**config.mk**
```make
export PLATFORM = sky130hd
export DESIGN_NAME = mux_arb
export DESIGN_NICKNAME = d
export VERILOG_FILES = /design/src/rtl/mux_arb_pkg.sv /design/src/rtl/mux_arb_rr_pick.sv /design/src/rtl/mux_arb.sv
export SDC_FILE = /design/constraint.sdc
export NUM_CORES = 1
export LEC_CHECK = 0
export BUFFER_PORTS_ARGS = -buffer_cell sky130_fd_sc_hd__buf_4
export CAP_MARGIN = 10
export CORE_ASPECT_RATIO = 0.8
export CORE_MARGIN = 5
export CORE_UTILIZATION = 43
export DETAILED_ROUTE_END_ITERATION = 10
export PLACE_DENSITY = 0.81
export SLEW_MARGIN = 15
export SYNTH_ARGS = -nofsm -noshare
export SYNTH_HDL_FRONTEND = slang
export SYNTH_HIERARCHICAL = 1
export SYNTH_SLANG_ARGS = --single-unit
```
**constraint.sdc**
```tcl
create_clock -name clk -period 4.6 [get_ports clk]
set_clock_uncertainty 0.15 [all_clocks]
set_input_delay 0.69 -clock clk [delete_from_list [all_inputs] [get_ports clk]]
set_output_delay 0.69 -clock clk [all_outputs]
set_load 0.005 [all_outputs]
```
**src/rtl/mux_arb_pkg.sv**
```systemverilog
// mux_arb shared definitions: arbitration mode encodings and index wrap helper.
package mux_arb_pkg;

    localparam logic MUX_ARB_FIXED = 1'b0;
    localparam logic MUX_ARB_RR    = 1'b1;

    // Modular add for a < n and b <= n; n need not be a power of two.
    function automatic int unsigned wrap_add(
        input int unsigned a,
        input int unsigned b,
        input int unsigned n
    );
        int unsigned s;
        s = a + b;
        return (s >= n) ? s - n : s;
    endfunction

endpackage

```
**src/rtl/mux_arb_rr_pick.sv**
```systemverilog
// Rotating first-one picker: grants the first set req at or after start, wrapping.
module rr_pick
    import mux_arb_pkg::*;
#(
    parameter int N = 4,
    localparam int SEL_W = $clog2(N)
) (
    input  logic [N-1:0]     req,
    input  logic [SEL_W-1:0] start,
    output logic [N-1:0]     gnt,
    output logic [SEL_W-1:0] idx,
    output logic             any
);

    always_comb begin
        int unsigned j;
        j   = 0;
        gnt = '0;
        idx = '0;
        any = 1'b0;
        for (int k = 0; k < N; k++) begin
            j = wrap_add(32'(start), k, N);
            if (!any && req[j]) begin
                gnt[j] = 1'b1;
                idx    = SEL_W'(j);
                any    = 1'b1;
            end
        end
    end

endmodule

```
**src/rtl/mux_arb.sv**
```systemverilog
// Registered N-input arbitrating mux with valid/ready handshake.
module mux_arb
    import mux_arb_pkg::*;
#(
    parameter int WIDTH  = 32,
    parameter int NUM_IN = 4,
    localparam int SEL_W = $clog2(NUM_IN)
) (
    input  logic                    clk,
    input  logic                    rst,
    input  logic                    mode,
    input  logic [NUM_IN-1:0]       in_valid,
    input  logic [NUM_IN*WIDTH-1:0] in_data,
    output logic [NUM_IN-1:0]       in_ready,
    output logic                    out_valid,
    output logic [WIDTH-1:0]        out_data,
    output logic [SEL_W-1:0]        out_sel,
    input  logic                    out_ready
);

    logic [SEL_W-1:0]  ptr_q, ptr_d;
    logic              valid_q, valid_d;
    logic [WIDTH-1:0]  data_q, data_d;
    logic [SEL_W-1:0]  sel_q, sel_d;

    logic [SEL_W-1:0]  start;
    logic [NUM_IN-1:0] gnt;
    logic [SEL_W-1:0]  idx;
    logic              any;
    logic              load;
    logic              xfer;

    // Fixed priority is the rotating search pinned to channel 0.
    assign start = (mode == MUX_ARB_RR) ? ptr_q : '0;

    rr_pick #(.N(NUM_IN)) u_pick (
        .req   (in_valid),
        .start (start),
        .gnt   (gnt),
        .idx   (idx),
        .any   (any)
    );

    assign load     = ~valid_q | out_ready;
    assign xfer     = any & load;
    assign in_ready = gnt & {NUM_IN{load}};

    always_comb begin
        ptr_d   = ptr_q;
        valid_d = valid_q;
        data_d  = data_q;
        sel_d   = sel_q;
        if (xfer) begin
            valid_d = 1'b1;
            data_d  = in_data[int'(idx)*WIDTH +: WIDTH];
            sel_d   = idx;
            if (mode == MUX_ARB_RR) begin
                ptr_d = SEL_W'(wrap_add(32'(idx), 1, NUM_IN));
            end
        end else if (out_ready) begin
            valid_d = 1'b0;
        end
    end

    always_ff @(posedge clk or negedge rst) begin
        if (!rst) begin
            ptr_q   <= '0;
            valid_q <= 1'b0;
            data_q  <= '0;
            sel_q   <= '0;
        end else begin
            ptr_q   <= ptr_d;
            valid_q <= valid_d;
            data_q  <= data_d;
            sel_q   <= sel_d;
        end
    end

    assign out_valid = valid_q;
    assign out_data  = data_q;
    assign out_sel   = sel_q;

endmodule

```
# == Word-level counts from Yosys, hierarchy flattened ==
# Cells that the tools add are included.
# word_totals
elab_cells,82
ff_bits,37
in_bits,136
# classes
n_reduce_logical,12
shifts,1
order_cmp,13
addsub,9
muxes,36
bitwise,7
# op_table
op,n
"32-bit by 1-bit greater-or-equal comparator with 1-bit output, second input constant",4
"32-bit by 3-bit < comparator with 1-bit output, second input constant",4
32-bit 2-to-1 mux,4
128-bit by 8-bit indexed part select with 32-bit output,1
"32-bit by 3-bit greater-or-equal comparator with 1-bit output, second input constant",3
"32-bit by 3-bit subtractor with 32-bit output, second input constant",3
4-bit 2-to-1 mux,4
1-bit 2-to-1 mux,14
2-bit 2-to-1 mux,6
4-bit OR,3
1-bit binary-select mux with 2-bit select,4
1-bit demux with 2-bit select,4
1-bit logical AND,7
"2-bit by 1-bit adder with 3-bit output, second input constant",2
"2-bit by 2-bit adder with 3-bit output, second input constant",2
4-bit AND,1
"2-bit by 3-bit subtractor with 4-bit output, second input constant",1
"2-bit by 3-bit greater-or-equal comparator with 1-bit output, second input constant",1
"3-bit greater-or-equal comparator, second input constant",1
1-bit logical NOT,3
2-bit AND reduction,1
2-bit nonzero test,1
"2-bit by 1-bit subtractor with 2-bit output, second input constant",1
1-bit AND,1
2 further kinds,2

# == Logic depth before layout (Yosys ltp) ==
# Gate-level depths: netlist of run 1.
# logic_depth
ltp_word,18
ltp_mapped,13

# == Cells and area by module ==
# The synthesis of run 1 kept the hierarchy.
# modules_own_cells
module,area_each_um2,cells_each,n_inst
mux_arb,2237.1,128,1
rr_pick,460.4,48,1

# == Worst setup path after synthesis of run 1 ==
# No wires, ideal clock.
# synth_path
path_kind,in2reg
startpoint,input mode
endpoint,"register data_q[10], in the netlist out_data[10]"
setup_slack_ns,0.913
path_stages,13
arrival_time_ns,3.413
required_time_ns,4.325
path_cell_list,and2_1 > buf_6 > inv_1 > ha_1 > mux4_2 > buf_6 > and2b_2 > o21ai_0 > o31ai_1 > buf_6 > buf_6 > mux4_2 > mux2_2
# synth_via
elab_chain_len,16
word_cells_on_any_way,40
classes_between,add/sub: 7; order compare: 4; shift: 1; mux: 21; bitwise: 1; reduce/logical: 6
# synth_lines
item,line,source
from (decl),mux_arb.sv:11,"input logic mode,"
2-bit 2-to-1 mux (*),mux_arb.sv:34,assign start = (mode == MUX_ARB_RR) ? ptr_q : '0;
"parallel branches: the longest is 13 deep, another holds 32-bit by 3-bit subtractor with 32-bit output",n/a,
2-bit 2-to-1 mux (*),mux_arb_rr_pick.sv:23,if (!any && req[j]) begin
named net idx[0],mux_arb.sv:28,logic [SEL_W-1:0] idx;
128-bit by 8-bit indexed part select with 32-bit output (*),mux_arb.sv:55,data_d = in_data[int'(idx)*WIDTH +: WIDTH];
to (signal assigned),mux_arb.sv:74,data_q <= data_d;
to (decl),mux_arb.sv:23,"logic [WIDTH-1:0] data_q, data_d;"
# Mark *: on every way through the listed nets, which the timed path passes. The select of a mux whose other input is x is not followed.
# A chain may end at the register's enable or synchronous reset.

# == Worst setup path after layout of run 1 ==
# layout_path
startpoint,input mode
endpoint,"register data_q[10], in the netlist out_data[10]"
# layout_via
elab_chain_len,16
word_cells_on_any_way,40
classes_between,add/sub: 7; order compare: 4; shift: 1; mux: 21; bitwise: 1; reduce/logical: 6
# layout_lines
item,line,source
2-bit 2-to-1 mux (*),mux_arb.sv:34,
named net start[1],mux_arb.sv:26,logic [SEL_W-1:0] start;
"parallel branches: the longest is 13 deep, another holds 32-bit by 3-bit subtractor with 32-bit output",n/a,
2-bit 2-to-1 mux (*),mux_arb_rr_pick.sv:23,
named net idx[1],mux_arb.sv:28,
128-bit by 8-bit indexed part select with 32-bit output (*),mux_arb.sv:55,
# Marks and branches as above.

==> results.cfg, run 1 <==
[layout]
area_delta_synth_final_pct = 56.40
postLayoutCellArea_mm2 = 0.004219
layout-drive-gt1-share_pct = 73.65
seq_area_um2 = 925.9
num_antenna_cells = 0
nets = 496
fillers = 449
multiInputGateArea_mm2 = 0.001645

[clock_tree]
clkTransAtPathRegs_ps = 80
htreeDepth = 2
cts_tree = yes
cts.path.max_buffers = 2
clk_latency_ps = 290
cts-resized-gates = 0
numClockSinks = 37
cts_inserted_buffers = 5
cts_hold_buf = 0
cts-root-buf = clkbuf_8
post-cts-setup-buffer-count = 0

[sta]
maxSlewViolCount = 0
period_minus_slack_ps = 4090
rsz0062_at_grt = false
fmax_ghz = 0.2445
setup-violations-final = 0
finalHoldViolations = 0
slew_headroom_pct = 34.54
fin_crit_sh_pct = 88.91
tightest_slew_ps = 981.8
fin_tns_setup_ps = 0

[synthesis]
synth_edf_count = 0
avgSynthCellArea_um2 = 15.33
async_flop_share_pct = 100.0
yosysTopAreaCell = dfrtp_1
synth_area_leaders = dfrtp_1, mux4_2, mux2_2, mux4_1, ha_1
syn_inst = 176
ys_top_cells_by_count = dfrtp_1, mux2_2, mux4_2
ys_warn_count = 6
ys_seq_area_share_pct = 34.32
synth_cell_type_count = 28
synthFlopType = dfrtp_1
yosysTopAreaCellShare_pct = 34.32
yosys_register_bits = 37
synthesis.nets = 320
synth_area_mm2 = 0.002698

[global_route]
grtUsageMet2_pct = 37.04
grt_use_total_pct = 20.33
grt_util_met1_pct = 23.47
met3_usage_pct = 6.953
antenna_found_initial = 0
grt_start_max_net_pins = 38
overflow = 0
grt_pass1_vias = 2664
grt_pass1_wl_mm = 12.81
grt-busiest-layer = met2

[detailed_routing]
totalWireLength_mm = 8.130
antenna_left = 0
drtPass1Iterations = 4
route.vias.total = 2332
wl_per_cell_um = 18.73
drc = 0
via_per_inst = 5.373
drt-initial-drc-count = 55

[die]
dieArea_mm2 = 0.007968
rows = 25
ios = 175
core_area_mm2 = 0.006006
initial_core_util_pct = 44.92
die_w_um = 98.56
die_y_um = 80.85

[hold_path]
hold_path_class = input port to async pin

[placed_design]
hpwl_mm = 6.632
place_congestion = 0.8849
port-buffer-count = 174
placed_cell_area_mm2 = 0.004085

[setup_path]
path_class = input port to flop
cp.arrival_ps = 4110
critPathCaptureType = flop
critPathRequiredTime_ps = 4620
cp-start-kind = input port
cp_max_fo = 34

[power]
powerDensity_mw_per_mm2 = 554.2
ir_worst_vdd_uv = 284.6
leakagePower_nw = 1.958

[outcome]
status = finished clean

[run]
cap_viol_max_count = 0
[power breakdown]
part	internal, mW	switching (mW)
Combinational	0.872	0.555
Clock	0.215	0.120
Sequential	0.493	0.0829
[through the flow]
step | setup WS (ps) | instances | hold slack, ps | util (%) | total power, mW
floorplan | 912.6 | 176 | 244.4 | - | 1.506
global route | 316.7 | 434 | 242.6 | 70.25 | 2.514
detailed placement | 217.3 | 426 | 344.9 | 68.02 | 2.032
global placement | 226.6 | 425 | 337.6 | 67.77 | 1.963
CTS | 533.3 | 434 | 224.0 | 70.25 | 2.372
finish | 510.1 | 434 | 214.3 | 70.25 | 2.338
[critical path, stage by stage]
cell      delay, ps
buf_4            90
and2_1          350
inv_1           180
ha_1            380
mux4_2          320
buf_4           190
o311ai_0        350
a32o_2          850
mux4_2          440
mux2_2          270
[state kept, by name, summed over array words and instances (netlist names)]
register	count
out_data	32
out_sel	2
ptr_q	2
out_valid	1
[path summary, 6_finish.rpt]
check	startpoint	end	slack [ps]	cells after the start
min in group clk	out_data[6]	out_data[6]	360	1
worst max-delay path	mode	out_data[10]	510	10
max in group asynchronous	rst	out_data[10]	3750	1
worst max register to register	ptr_q[1]	out_data[10]	630	9
worst min-delay path	rst	out_data[25]	210	1
worst min register to register	out_data[6]	out_data[6]	360	1
[layer usage]
layer | vias to the layer above | routed length (µm) | part of all wire [%]
met3 | 4 | 769 | 9.5
li1 | 1061 | - | -
met1 | 1146 | 3035 | 37
met5 | - | 0 | 0
met2 | 121 | 4282 | 53
met4 | 0 | 42 | 0.52
[cells by family after synthesis]
logic type / after synthesis / synth area share [%]
xor+xnor: 1 / 0.3247
flops: 37 / 34.32
compound gates: 18 / 4.592
simple gates: 18 / 4.453
fa+ha+maj: 8 / 3.711
buf+inv: 19 / 5.241
mux: 75 / 47.36
[cell type report]
class / instances / share of cell area [%]
clock inverter: 3 / 1.542
multi-input combinational: 120 / 39.00
timing repair buffer: 183 / 33.04
inverter: 5 / 0.4448
tap: 81 / 2.402
clock buffer: 5 / 1.631
sequential: 37 / 21.95
[cells in the final DEF, fill, tap and decap left out, drive strengths merged, types with 2 or more instances in the layout]
master,instances
buf,183
mux2,37
dfrtp,37
mux4,36
a22oi,8
ha,8
and2,6
inv,5
clkbuf,5
o21ai,5
nand2b,3
nand2,2
mux2i,2
bufinv,2
nor2,2
No activity file was read; power rests on OpenSTA's default activity.
==> run 2, diff against run 1 <==
GPL_TIMING_DRIVEN = 0   (was unset)
==> run 2 against run 1 <==
Effect of this change:
- register-to-register slack better by 60 ps
- utilization is 0.21 points lower
- clock power is 26% lower
- sequential cell count stayed put
- via count is 0.34% lower
- fmax is 0.90% higher
- hold slack better by 6.4 ps
- setup slack better by 36 ps
- critical path type unchanged
- global-route usage is 0.72 points lower
==> results.cfg, run 2 (synthesis gave the netlist of run 1 again) <==
[power]
switching_share_pct = 33.09
intPower_mw = 1.517
powerDensity_mw_per_mm2 = 539.2
seqPwrFrac_pct = 25.3
switching_power_mw = 0.7505
leakagePower_nw = 1.957
power.total_mw = 2.268
power.share.clock_pct = 10.9
comb_power_share_pct = 63.8
ir_worst_vdd_uv = 384.8

[setup_path]
rr_startpoint = ptr_q[1]
cp.arrival_ps = 4070
path_class = input port to flop
rrSetupSlack_ps = 690
r2r_cells = 11
cp_max_fo = 10
reg2reg_to = out_data[12]
cp-start-kind = input port
critPathRequiredTime_ps = 4620
critPathCaptureType = flop

[sta]
fin_crit_sh_pct = 88.12
tightest_slew_ps = 482.9
fmax_ghz = 0.2467
maxSlewViolCount = 0
worst_slack_ps = 546.5
fin_hold_ws_ps = 220.7
setup-violations-final = 0
fin_tns_setup_ps = 0
period_minus_slack_ps = 4053
finalHoldViolations = 0
rsz0062_at_grt = false
slew_headroom_pct = 67.80

[clock_tree]
cts.path.max_buffers = 2
cts_tree = yes
cts_hold_buf = 0
numClockSinks = 37
cts-resized-gates = 0
cts_inserted_buffers = 5
htreeDepth = 2
cts-root-buf = clkbuf_8
post-cts-setup-buffer-count = 0
clkTransAtPathRegs_ps = 70
clk_latency_ps = 280

[die]
rows = 25
dieArea_mm2 = 0.007968
die_w_um = 98.56
ios = 175
die_y_um = 80.85
initial_core_util_pct = 44.92
core_area_mm2 = 0.006006

[detailed_routing]
totalWireLength_mm = 7.970
met1_length_mm = 2.898
drc = 0
drt-initial-drc-count = 39
highest_layer = met4
antenna_left = 0
via_per_inst = 5.294
wl_per_cell_um = 18.15
drtPass1Iterations = 4
wl_met3_um = 810
route.met2.wl_mm = 4.223
route.vias.total = 2324

[global_route]
grt_pass1_wl_mm = 12.48
grt_start_max_net_pins = 38
grt_use_total_pct = 19.61
grt_pass1_vias = 2627
overflow = 0
antenna_found_initial = 0

[outcome]
status = finished clean

[layout]
utilization_pct = 70.04
largest_reg_flops = 32
layout_commonest_cell = buf_4
layout-drive-gt1-share_pct = 72.91
postLayoutCellArea_mm2 = 0.004207
layout_common_cells = buf_4, mux2_2, dfrtp_1
num_antenna_cells = 0
fillers = 460
nets = 501
area_delta_synth_final_pct = 55.94
layout.cells.non_filler = 439

[run]
cap_viol_max_count = 0

[hold_path]
hold_path_class = input port to async pin

[placed_design]
hpwl_mm = 6.610
placed_cell_area_mm2 = 0.004105
place_congestion = 0.8464
dp.cells = 431
port-buffer-count = 174
dp_slack_ps = 261.9
run 2: layout make-up:
cell class | instances | area (µm²) | area share [%]
flip-flops and latches | 37 | 925.9 | 22.01
repair buffers | 174 | 1306 | 31.05
clock buffers | 7 | 96.34 | 2.290
multi-input cells | 120 | 1630 | 38.76
inverters | 5 | 18.77 | 0.4462
clock inverters | 1 | 5.005 | 0.1190
well taps | 81 | 101.3 | 2.409
plain buffers | 14 | 122.6 | 2.915
run 2: worst max path at each step:
stage,from,to,slack [ps]
finish,mode,out_data[12],550
global route,mode,out_data[10],300
CTS,mode,out_data[10],570
detailed placement,mode,out_data[12],260
global placement,mode,out_data[12],410
floorplan,mode,out_data[10],910
run 2: worst max-delay path, stage by stage:
cell and delay (ps):
buf_4 90, and2_1 370, inv_1 210, ha_1 410, mux4_2 320, buf_6 160, o311ai_0 380, a32o_1 180
clkbuf_1 280, buf_2 350, mux4_2 360, mux2_2 270
run 2: layer usage:
metal | vias up | GRT usage, %
li1 | 1067 | -
met1 | 1137 | 21.83
met2 | 116 | 36.44
met3 | 4 | 7.811
met4 | 0 | 3.001
met5 | - | 0
run 2: power groups by stage:
stage / Sequential [mW] / Clock, mW / Combinational (mW)
final: 0.573 / 0.247 / 1.45
after global routing: 0.593 / 0.273 / 1.57
after CTS: 0.574 / 0.256 / 1.48
after detailed placement: 0.579 / 0 / 1.47
after global placement: 0.569 / 0 / 1.43
after floorplan: 0.584 / 0 / 0.921
==> run 3, diff against run 2 <==
RECOVER_POWER = 50   (was unset)
clock period = 3.9 ns   (was 4.6 ns; I/O delays follow)
==> run 3 against run 2 <==
Effect of this change:
- the run now ends with max-capacitance violations, max-slew violations left
- sequential share of layout area rose by 0.079 points
- register-to-register slack got worse by 420 ps
- global-route usage did not move
- setup slack got worse by 320 ps
- critical path depth rose by 2
- cell count fell by 0.23%
- wire length barely moved
- hold slack improved by 140 ps
- first-iteration DRC count rose by 21%
- utilization fell by 0.25 points
- highest routed layer unchanged
==> results.cfg, run 3 (synthesis gave the netlist of run 1 again) <==
[clock_tree]
cts-root-buf = clkbuf_8
clkTransAtPathRegs_ps = 70
numClockSinks = 37
cts_hold_buf = 0
htreeDepth = 2
cts_tree = yes
post-cts-setup-buffer-count = 0
clk_latency_ps = 280
cts.path.max_buffers = 2
cts_inserted_buffers = 5

[setup_path]
cp_max_fo = 10
cp.arrival_ps = 3690
critPathCaptureType = flop
cp-start-kind = input port
critPathRequiredTime_ps = 3920
path_class = input port to flop

[hold_path]
hold_path_class = flop to flop

[sta]
fin_tns_setup_ps = 0
fin_crit_sh_pct = 94.27
setup-violations-final = 0
slew_headroom_pct = -34.11
finalHoldViolations = 0
maxSlewViolCount = 38
worst_slack_ps = 223.3
rsz0062_at_grt = false
fin_hold_ws_ps = 355.9
period_minus_slack_ps = 3677
tightest_slew_ps = 2012
fmax_ghz = 0.2720

[layout]
largest_reg_flops = 32
area_delta_synth_final_pct = 55.38
layout-drive-gt1-share_pct = 72.27
layout_common_cells = buf_4, mux2_2, dfrtp_1
layout_commonest_cell = buf_4
num_antenna_cells = 0
nets = 500

[global_route]
antenna_found_initial = 0
grt_start_max_net_pins = 38
grt_use_total_pct = 19.61
grt_pass1_wl_mm = 12.48
grt_pass1_vias = 2627
overflow = 0

[die]
die_w_um = 98.56
dieArea_mm2 = 0.007968
ios = 175
rows = 25
core_area_mm2 = 0.006006
die_y_um = 80.85
initial_core_util_pct = 44.92

[power]
ir_worst_vdd_uv = 482.2
powerDensity_mw_per_mm2 = 633.6
leakagePower_nw = 1.940

[placed_design]
port-buffer-count = 174
hpwl_mm = 6.610
dp_slack_ps = -333.1
place_congestion = 0.8464

[detailed_routing]
drt-initial-drc-count = 47
drtPass1Iterations = 4
antenna_left = 0
wl_per_cell_um = 18.19
via_per_inst = 5.276
route.vias.total = 2311
drc = 0
totalWireLength_mm = 7.968

[outcome]
violations = max-capacitance violations, max-slew violations
status = complete, but fails checks

[run]
cap_viol_max_count = 1
-- run 3: critical path, cell delays in order --
cell	delay (ps)
buf_4	90
and2_1	240
buf_6	180
inv_1	100
ha_1	370
mux4_2	320
buf_6	160
and2b_2	260
o21ai_0	80
o31ai_1	100
buf_6	210
buf_6	190
mux4_2	530
mux2_2	270
-- run 3: repair_timing --
action                     in CTS  in global routing
setup endpoints to repair       9                 30
resized for setup               1                  3
pin swaps                       0                  0
-- run 3: area by class of cell --
cell class	instances	area (µm²)
fillers	470	1814
multi-input cells	120	1633
repair buffers	174	1287
flip-flops and latches	37	925.9
plain buffers	13	123.9
well taps	81	101.3
clock buffers	7	96.34
inverters	5	18.77
clock inverters	1	5.005
-- run 3: where the power goes --
part / switching, mW / leakage [nW] / total (mW) / internal (mW)
sequential: 0.0935 / 0.430 / 0.675 / 0.581
combinational: 0.658 / 1.46 / 1.69 / 1.03
clock: 0.131 / 0.0542 / 0.291 / 0.160
-- run 3: per-stage QoR --
step / utilization, % / std cells / power (mW) / cell area (µm²)
after global placement: 68.35 / 431 / 2.358 / 4105
after detailed placement: 68.35 / 431 / 2.421 / 4105
after global routing: 69.79 / 438 / 2.853 / 4192
final: 69.79 / 438 / 2.656 / 4192
after floorplan: - / 176 / 1.776 / 2698
after CTS: 70.08 / 439 / 2.728 / 4209
-- run 3: worst paths after layout --
check	start	to	slack (ps)	cells past startpoint
hold / removal	out_data[8]	out_data[8]	360	1
hold reg to reg	out_data[8]	out_data[8]	360	1
setup reg to reg	ptr_q[0]	out_data[12]	270	13
max in group asynchronous	rst	out_data[4]	1730	1
min in group asynchronous	rst	out_data[1]	720	1
setup / recovery	mode	out_data[12]	220	14
-- run 3: layer usage --
metal / track usage [%] / wire length [µm]
met1: 21.83 / 2937
met2: 36.44 / 4203
met3: 7.811 / 790
met4: 3.001 / 37
met5: 0 / 0
